==> src/rtl/uart_tx.sv <==
// -----------------------------------------------------------------------------
// uart_tx -- asynchronous serial transmitter with a one-entry hold register.
//
// A word (5..8 bits, LSB first) is framed as: start(0), data, optional parity,
// one or two stop bits(1). Line timing comes entirely from the external bit
// strobe 'tick'; the FSM only advances on tick cycles, so each line bit lasts
// exactly one tick period. Word length, parity and stop configuration are
// captured with the data at acceptance and travel with the frame.
//
// Ports
//   clk         clock, all state changes on rising edge
//   rst         asynchronous active-high reset
//   enable      transmitter enable; low aborts the frame and drops the hold
//   tick        one-cycle bit-period strobe from the baud generator
//   data_bits   word length code: 0..3 -> 5..8 bits
//   parity_en   append a parity bit
//   parity_odd  odd (1) / even (0) parity
//   stop2       two stop bits (1) / one stop bit (0)
//   tx_data     word to send, bits above the word length ignored
//   tx_valid    producer offers tx_data
//   tx_ready    combinational: enable and hold register empty
//   txd         registered serial line, idle high
//   busy        frame in flight or word waiting in the hold register
//   frame_done  one-cycle pulse after the last stop bit of a frame
// -----------------------------------------------------------------------------
module uart_tx (
    input  logic       clk,
    input  logic       rst,
    input  logic       enable,
    input  logic       tick,
    input  logic [1:0] data_bits,
    input  logic       parity_en,
    input  logic       parity_odd,
    input  logic       stop2,
    input  logic [7:0] tx_data,
    input  logic       tx_valid,
    output logic       tx_ready,
    output logic       txd,
    output logic       busy,
    output logic       frame_done
);

    // Word plus its framing configuration, as captured at acceptance.
    typedef struct packed {
        logic [7:0] data;      // already masked to the word length
        logic [1:0] bits;
        logic       par_en;
        logic       par_odd;
        logic       stop2;
    } hold_t;

    // Per-frame working set for the frame currently on the line.
    typedef struct packed {
        logic [7:0] shift;     // remaining data bits, next one in [0]
        logic [2:0] last_bit;  // index of the final data bit (N-1)
        logic       par_bit;   // precomputed parity bit
        logic       par_en;
        logic       stop2;
    } frame_t;

    typedef enum logic [2:0] {
        IDLE,
        START,
        DATA,
        PARITY,
        STOP
    } state_t;

    state_t     state_q,    state_d;
    hold_t      hold_q;
    hold_t      hold_cap;
    logic       hold_full_q, hold_full_d;
    frame_t     cur_q,      cur_d;
    logic [2:0] bit_cnt_q,  bit_cnt_d;
    logic       stop_cnt_q, stop_cnt_d;
    logic       txd_q,      txd_d;
    logic       done_q,     done_d;

    logic       accept;
    logic       load;
    logic [7:0] word_mask;

    assign tx_ready   = enable && !hold_full_q;
    assign accept     = tx_valid && tx_ready;
    assign busy       = (state_q != IDLE) || hold_full_q;
    assign txd        = txd_q;
    assign frame_done = done_q;

    // Bits above the word length are cleared on capture so that parity can be
    // taken over the whole byte and the shift register needs no length mask.
    assign word_mask = 8'hFF >> (2'd3 - data_bits);

    always_comb begin
        hold_cap         = '0;
        hold_cap.data    = tx_data & word_mask;
        hold_cap.bits    = data_bits;
        hold_cap.par_en  = parity_en;
        hold_cap.par_odd = parity_odd;
        hold_cap.stop2   = stop2;
    end

    // -------------------------------------------------------------------------
    // Next-state / output logic
    // -------------------------------------------------------------------------
    always_comb begin
        state_d    = state_q;
        cur_d      = cur_q;
        bit_cnt_d  = bit_cnt_q;
        stop_cnt_d = stop_cnt_q;
        txd_d      = txd_q;
        done_d     = 1'b0;
        load       = 1'b0;

        if (!enable) begin
            // Abort outranks tick: line back to idle, nothing reported.
            state_d    = IDLE;
            txd_d      = 1'b1;
            bit_cnt_d  = '0;
            stop_cnt_d = 1'b0;
        end else if (tick) begin
            case (state_q)
                IDLE: begin
                    txd_d = 1'b1;
                    if (hold_full_q) load = 1'b1;
                end
                START: begin
                    txd_d       = cur_q.shift[0];
                    cur_d.shift = cur_q.shift >> 1;
                    bit_cnt_d   = '0;
                    state_d     = DATA;
                end
                DATA: begin
                    if (bit_cnt_q != cur_q.last_bit) begin
                        txd_d       = cur_q.shift[0];
                        cur_d.shift = cur_q.shift >> 1;
                        bit_cnt_d   = bit_cnt_q + 3'd1;
                    end else if (cur_q.par_en) begin
                        txd_d   = cur_q.par_bit;
                        state_d = PARITY;
                    end else begin
                        txd_d      = 1'b1;
                        stop_cnt_d = 1'b0;
                        state_d    = STOP;
                    end
                end
                PARITY: begin
                    txd_d      = 1'b1;
                    stop_cnt_d = 1'b0;
                    state_d    = STOP;
                end
                STOP: begin
                    if (cur_q.stop2 && !stop_cnt_q) begin
                        stop_cnt_d = 1'b1;
                    end else begin
                        done_d = 1'b1;
                        if (hold_full_q) begin
                            // Chain straight into the next start bit.
                            load = 1'b1;
                        end else begin
                            txd_d   = 1'b1;
                            state_d = IDLE;
                        end
                    end
                end
                default: begin
                    txd_d   = 1'b1;
                    state_d = IDLE;
                end
            endcase
        end

        // Hold-to-shift transfer: start bit goes on the line this edge.
        if (load) begin
            cur_d.shift    = hold_q.data;
            cur_d.last_bit = {1'b0, hold_q.bits} + 3'd4;
            cur_d.par_bit  = (^hold_q.data) ^ hold_q.par_odd;
            cur_d.par_en   = hold_q.par_en;
            cur_d.stop2    = hold_q.stop2;
            bit_cnt_d      = '0;
            stop_cnt_d     = 1'b0;
            txd_d          = 1'b0;
            state_d        = START;
        end

        // tx_ready is low while full, so accept and load are exclusive.
        if (!enable)     hold_full_d = 1'b0;
        else if (accept) hold_full_d = 1'b1;
        else if (load)   hold_full_d = 1'b0;
        else             hold_full_d = hold_full_q;
    end

    // -------------------------------------------------------------------------
    // State registers
    // -------------------------------------------------------------------------
    always_ff @(posedge clk or posedge rst) begin
        if (rst) begin
            state_q     <= IDLE;
            cur_q       <= '0;
            bit_cnt_q   <= '0;
            stop_cnt_q  <= 1'b0;
            txd_q       <= 1'b1;
            done_q      <= 1'b0;
            hold_full_q <= 1'b0;
        end else begin
            state_q     <= state_d;
            cur_q       <= cur_d;
            bit_cnt_q   <= bit_cnt_d;
            stop_cnt_q  <= stop_cnt_d;
            txd_q       <= txd_d;
            done_q      <= done_d;
            hold_full_q <= hold_full_d;
        end
    end

    // Hold payload needs no reset; hold_full_q qualifies it.
    always_ff @(posedge clk or posedge rst) begin
        if (rst)         hold_q <= '0;
        else if (accept) hold_q <= hold_cap;
    end

endmodule
==> config.mk <==
export PLATFORM = sky130hd
export DESIGN_NAME = uart_tx
export DESIGN_NICKNAME = d
export VERILOG_FILES = /design/src/rtl/uart_tx.sv
export SDC_FILE = /design/constraint.sdc
export NUM_CORES = 1
export LEC_CHECK = 0
export BUFFER_PORTS_ARGS = -buffer_cell sky130_fd_sc_hd__buf_4
export CORE_MARGIN = 2
export CORE_UTILIZATION = 35
export CTS_CLUSTER_DIAMETER = 40
export DETAILED_ROUTE_END_ITERATION = 10
export PLACE_DENSITY = 0.53
export SYNTH_ARGS = -nofsm -noshare
export SYNTH_HDL_FRONTEND = slang
export SYNTH_SLANG_ARGS = --single-unit
==> constraint.sdc <==
create_clock -name clk -period 2.3 [get_ports clk]
set_clock_uncertainty 0.2 [all_clocks]
set_input_delay 0.46 -clock clk [delete_from_list [all_inputs] [get_ports clk]]
set_output_delay 0.46 -clock clk [all_outputs]
set_load 0.05 [all_outputs]
---- Word-level counts from Yosys, hierarchy flattened ----
Index checks and enable logic that the tools add are counted.
word-level totals
  logic and storage cells ................. 101
  flip-flop bits (word level) ............. 37
  output and inout bits ................... 4
  input port bits ......................... 18
operators by class
  shifts and indexed selects .............. 1
  reduce and logical (&&, ||, !) cells .... 17
  bitwise logic cells ..................... 2
  equality and inequality tests ........... 17
  muxes and demuxes ....................... 45
  add/sub/neg operators ................... 3
operators by type and width
  cell                 number
  $mux 3               11
  $mux 1               24
  $mux 8               3
  $ne 4x4->1 const B   6
  $pmux 8 s2           1
  $pmux 3 s5           1
  $mux 14              1
  $reduce_and 5->1     2
  $and 8x8->8          1
  $reduce_xor 8->1     1
  $shr 8x2->8 const A  1
  $eq 3x2->1 const B   2
  $ne 3x1->1 const B   2
  $ne 3x3->1 const B   2
  $pmux 1 s3           2
  $pmux 3 s2           1
  $reduce_and 3->1     2
  $reduce_bool 3->1    2
  $ne 5x1->1 const B   1
  $ne 4x1->1 const B   1
  $reduce_and 4->1     1
  $reduce_bool 2->1    2
  $add 2x3->3 const B  1
  $add 3x1->3 const B  1
  other kinds (10)     13

---- Depth between registers and ports, before layout ----
  depth after elaboration ................. 9
  depth in mapped cells ................... 6
  depth with buffers taken out ............ 4

---- Worst setup path before layout ----
No wires, ideal clock.
  path kind ............................... input-to-reg
  start ................................... input enable
  end ..................................... register hold_q[3] (netlist name)
  setup slack ............................. -141 ps
  stages .................................. 4
  arrival ................................. 2116 ps
  data required time ...................... 1975 ps
  buffers on the path ..................... 1
  setup time .............................. 125 ps
  path through ............................ nor2b_1 nand2_1 clkbuf_1 mux2_2
on the way
  cells in the longest elaborated chain, start to end .. 2
ends and longest elaborated chain
  element               line  RTL
  from (decl)           29    input logic enable,
  $logic_and 1x1->1     83    assign tx_ready = enable && !hold_full_q;
  $logic_and 1x1->1     84    assign accept = tx_valid && tx_ready;
  to (signal assigned)  218   else if (accept) hold_q <= hold_cap;
  to (decl)             70    hold_t hold_q;
Every way passes these cells.
A chain may end at the register's enable or synchronous reset.

---- Worst setup path after layout ----
  start ................................... register state_q[1]
  end ..................................... output busy
on the way
  cells in the longest elaborated chain, start to end .. 2
ends and longest elaborated chain
  element                 line  RTL
  from (decl)             69    state_t state_q, state_d;
  from (signal assigned)  205   state_q <= state_d;
  $reduce_bool 3->1       85    assign busy = (state_q != IDLE) || hold_full_q;
  $logic_or 1x1->1        85
  to (decl)               39    output logic busy,
Every way passes these cells.

==> results.ini <==
[cts]
cts_tree=yes
clk_path_buf_depth=2
clockRootBuffer=clkbuf_8
clkTransAtPathRegs_ps=70
cts_sinks=37
numCtsBuffers=5
clock_latency_ps=290
post_cts_buffers=0
htreeDepth=2

[yosys]
synth.area.mux_share=0.176
syn-cell-area_sq_mm=0.00191
ys.flop_type=dfrtp_1
yosys_warnings=0
synth_top_family_by_area=multiplexers
synth-xor-area-share=0.0529
ys_seq_area_frac=0.484
synth_compound_area_frac=0.109
synthCells=155
synth_seq_cells=37
syn_area_per_cell_sq_um=12.4
syn-num-nets=174
synth_edf_count=0
synthSimpleGateAreaFrac=0.143
synth_cell_types=47
synth-async-reset-ratio=1.00
synthAdderAreaFrac=0.00654

[timing]
fin_hold_ws_ps=86.0
fmax_mhz=451
finalSetupTns_ps=0
rsz0062_at_grt=false
worst_slew_pin_slew_ps=521
slew_viol_final=0
max-slew-margin-rel=0.652
fin_crit_sh=0.963
hold_viol_final=0
setup_viol=0
period_minus_slack_ps=2220

[setup_path]
critPathLaunchType=flip-flop
crit_type=flip-flop to primary output
endpoint=busy
reg2reg_from=state_q[1]$_DFFE_PP0P_
crit_family=simple AND/OR/NAND/NOR gates
cp_slowest_cell=or4_1
critPathBufInv=1
worst-path-max-fanout=11
rr_worst_depth=4
critPathCaptureType=primary output
rrSetupSlack_ps=160
cp.arrival_ps=1560
cp.required_ps=1640
cp-startpoint=state_q[1]$_DFFE_PP0P_
cp_num_cells=2
worstPathCellList=or4_1 > buf_4
reg2reg_to=cur_q[12]$_DFFE_PP0P_
critical_path.max_stage_delay_ps=560

[routing]
vias_per_cell=5.06
drc_errors=0
ant_nets=0
drt_first_iter_violations=74
routedWlPerCell_um=14.2
dr_total_vias=1286
finalWirelength_um=3600
first_pass_iters=4

[floorplan]
initial_core_util=0.368
dieArea_sq_mm=0.00608
die_y_um=78.0
dieWidth_um=78.0
row_count=26
ios=22
coreArea_sq_mm=0.00520

[cells_and_area]
area_growth_pct=18.4
fill_cells=499
num-nets-final=202
drive_above_1_share=0.386
n_antenna_cell=0
mostFrequentLayoutCell=dfrtp_1
mostFrequentLayoutCells=35 x dfrtp_1, 26 x buf_4, 24 x mux2_2, 15 x nand2_1, 10 x o21ai_0

[placement]
portBuffers=21
dp_hpwl_um=2600
gp_congestion=0.816

[power_and_ir_drop]
vdd_drop_max_mv=0.453
p_per_area_mw_per_mm2=829
leakage_nw=1.02

[global_routing]
grt-ovfl-total=0
grt_start_max_net_pins=38
antenna_found_initial=0
track_usage=0.132
grt_pass1_wl_um=6380
grt_pass1_vias=1341

[outcome]
status=finished, final reports clean

[worst_hold_path]
hold_class=input port to async pin

[flow_run]
cap_violations=0

## sequential cells by signal (all words and copies together) (netlist names)
signal	count
frame_done	1
cur_q	14
txd	1
hold_full_q	1
state_q	3
stop_cnt_q	1
bit_cnt_q	3
hold_q	13
## worst min-delay path by stage
stage | startpoint | endpoint | slack, ps | depth (start not counted)
after floorplan | cur_q[2]$_DFFE_PP0N_ | cur_q[2]$_DFFE_PP0N_ | 240 | 2
after global placement | cur_q[2]$_DFFE_PP0N_ | cur_q[2]$_DFFE_PP0N_ | 260 | 2
after detailed placement | cur_q[2]$_DFFE_PP0N_ | cur_q[2]$_DFFE_PP0N_ | 270 | 2
after CTS | rst | cur_q[5]$_DFFE_PP0N_ | 90 | 3
after global routing | rst | bit_cnt_q[2]$_DFFE_PP0P_ | 130 | 3
final | rst | cur_q[5]$_DFFE_PP0N_ | 90 | 3
## synthesized netlist by cell type (all sizes together) (2+ instances only)
cell	number	area share
buf	3	0.014
nand2	15	0.029
or3b	2	0.010
a21boi	2	0.0078
xnor2	4	0.018
clkbuf	2	0.0039
a31oi	2	0.014
mux2	28	0.17
a21oi	2	0.0052
nand3	4	0.010
o211a	2	0.010
nor2b	2	0.0065
nand4	3	0.018
o21ai	10	0.026
nor3b	3	0.024
o21a	2	0.0078
dfrtp	36	0.47
xor2	5	0.023
nand3b	3	0.012
inv	5	0.0098
## per-stage QoR
| step | instance area [sq um] | std cells | worst slack, ps | utilization | power [mW] |
|---|---|---|---|---|---|
| floorplan | 1920 | 155 | 209 | - | 1.27 |
| global placement | 2160 | 246 | 188 | 0.416 | 1.38 |
| detailed placement | 2160 | 246 | 139 | 0.416 | 1.40 |
| CTS | 2270 | 254 | 31.9 | 0.435 | 1.91 |
| global route | 2270 | 254 | 32.0 | 0.436 | 2.00 |
| finish | 2270 | 254 | 84.7 | 0.436 | 1.88 |
## layer usage
layer / vias to the layer above / global-route usage / part of all wire
met2: 32 / 0.203 / 0.47
met3: 5 / 0.0384 / 0.046
li1: 615 / - / -
met5: - / 0 / 0
met4: 0 / 0.0544 / 0.017
met1: 634 / 0.176 / 0.46
## report_power, final
part / total [mW] / switching [mW] / internal, mW / leakage (nW)
Sequential: 0.894 / 0.101 / 0.793 / 0.466
Combinational: 0.486 / 0.207 / 0.278 / 0.504
Clock: 0.501 / 0.230 / 0.271 / 0.0542
## tightest hold or removal path, stage by stage
cell   delay, ps
buf_4        110
inv_1         40
buf_4        410
## cells by family (layout without fill, tap and decap cells)
kind of cell,Yosys count,count (layout)
and+or+nand+nor,41,41
DFF,37,37
muxes,29,29
AOI/OAI and AO/OA,27,27
xor gates and xnor gates,10,10
buffers and inverters,10,39
adders and majority gates,1,1
## what timing repair did
item / in CTS / in global routing
endpoints found under the setup margin: 0 / 1
hold buffers: 0 / 0
resized for setup: 0 / 1
## area by class of cell
class | instances | area (sq um) | share of cell area
clock buffers | 7 | 96.3 | 0.0425
clock inverters | 1 | 5.00 | 0.00221
inverters | 5 | 18.8 | 0.00828
multi-input cells | 108 | 936 | 0.413
flip-flops and latches | 37 | 928 | 0.409
well taps | 70 | 87.6 | 0.0386
repair buffers | 26 | 195 | 0.0861
Power figures use the tool's default switching activity.
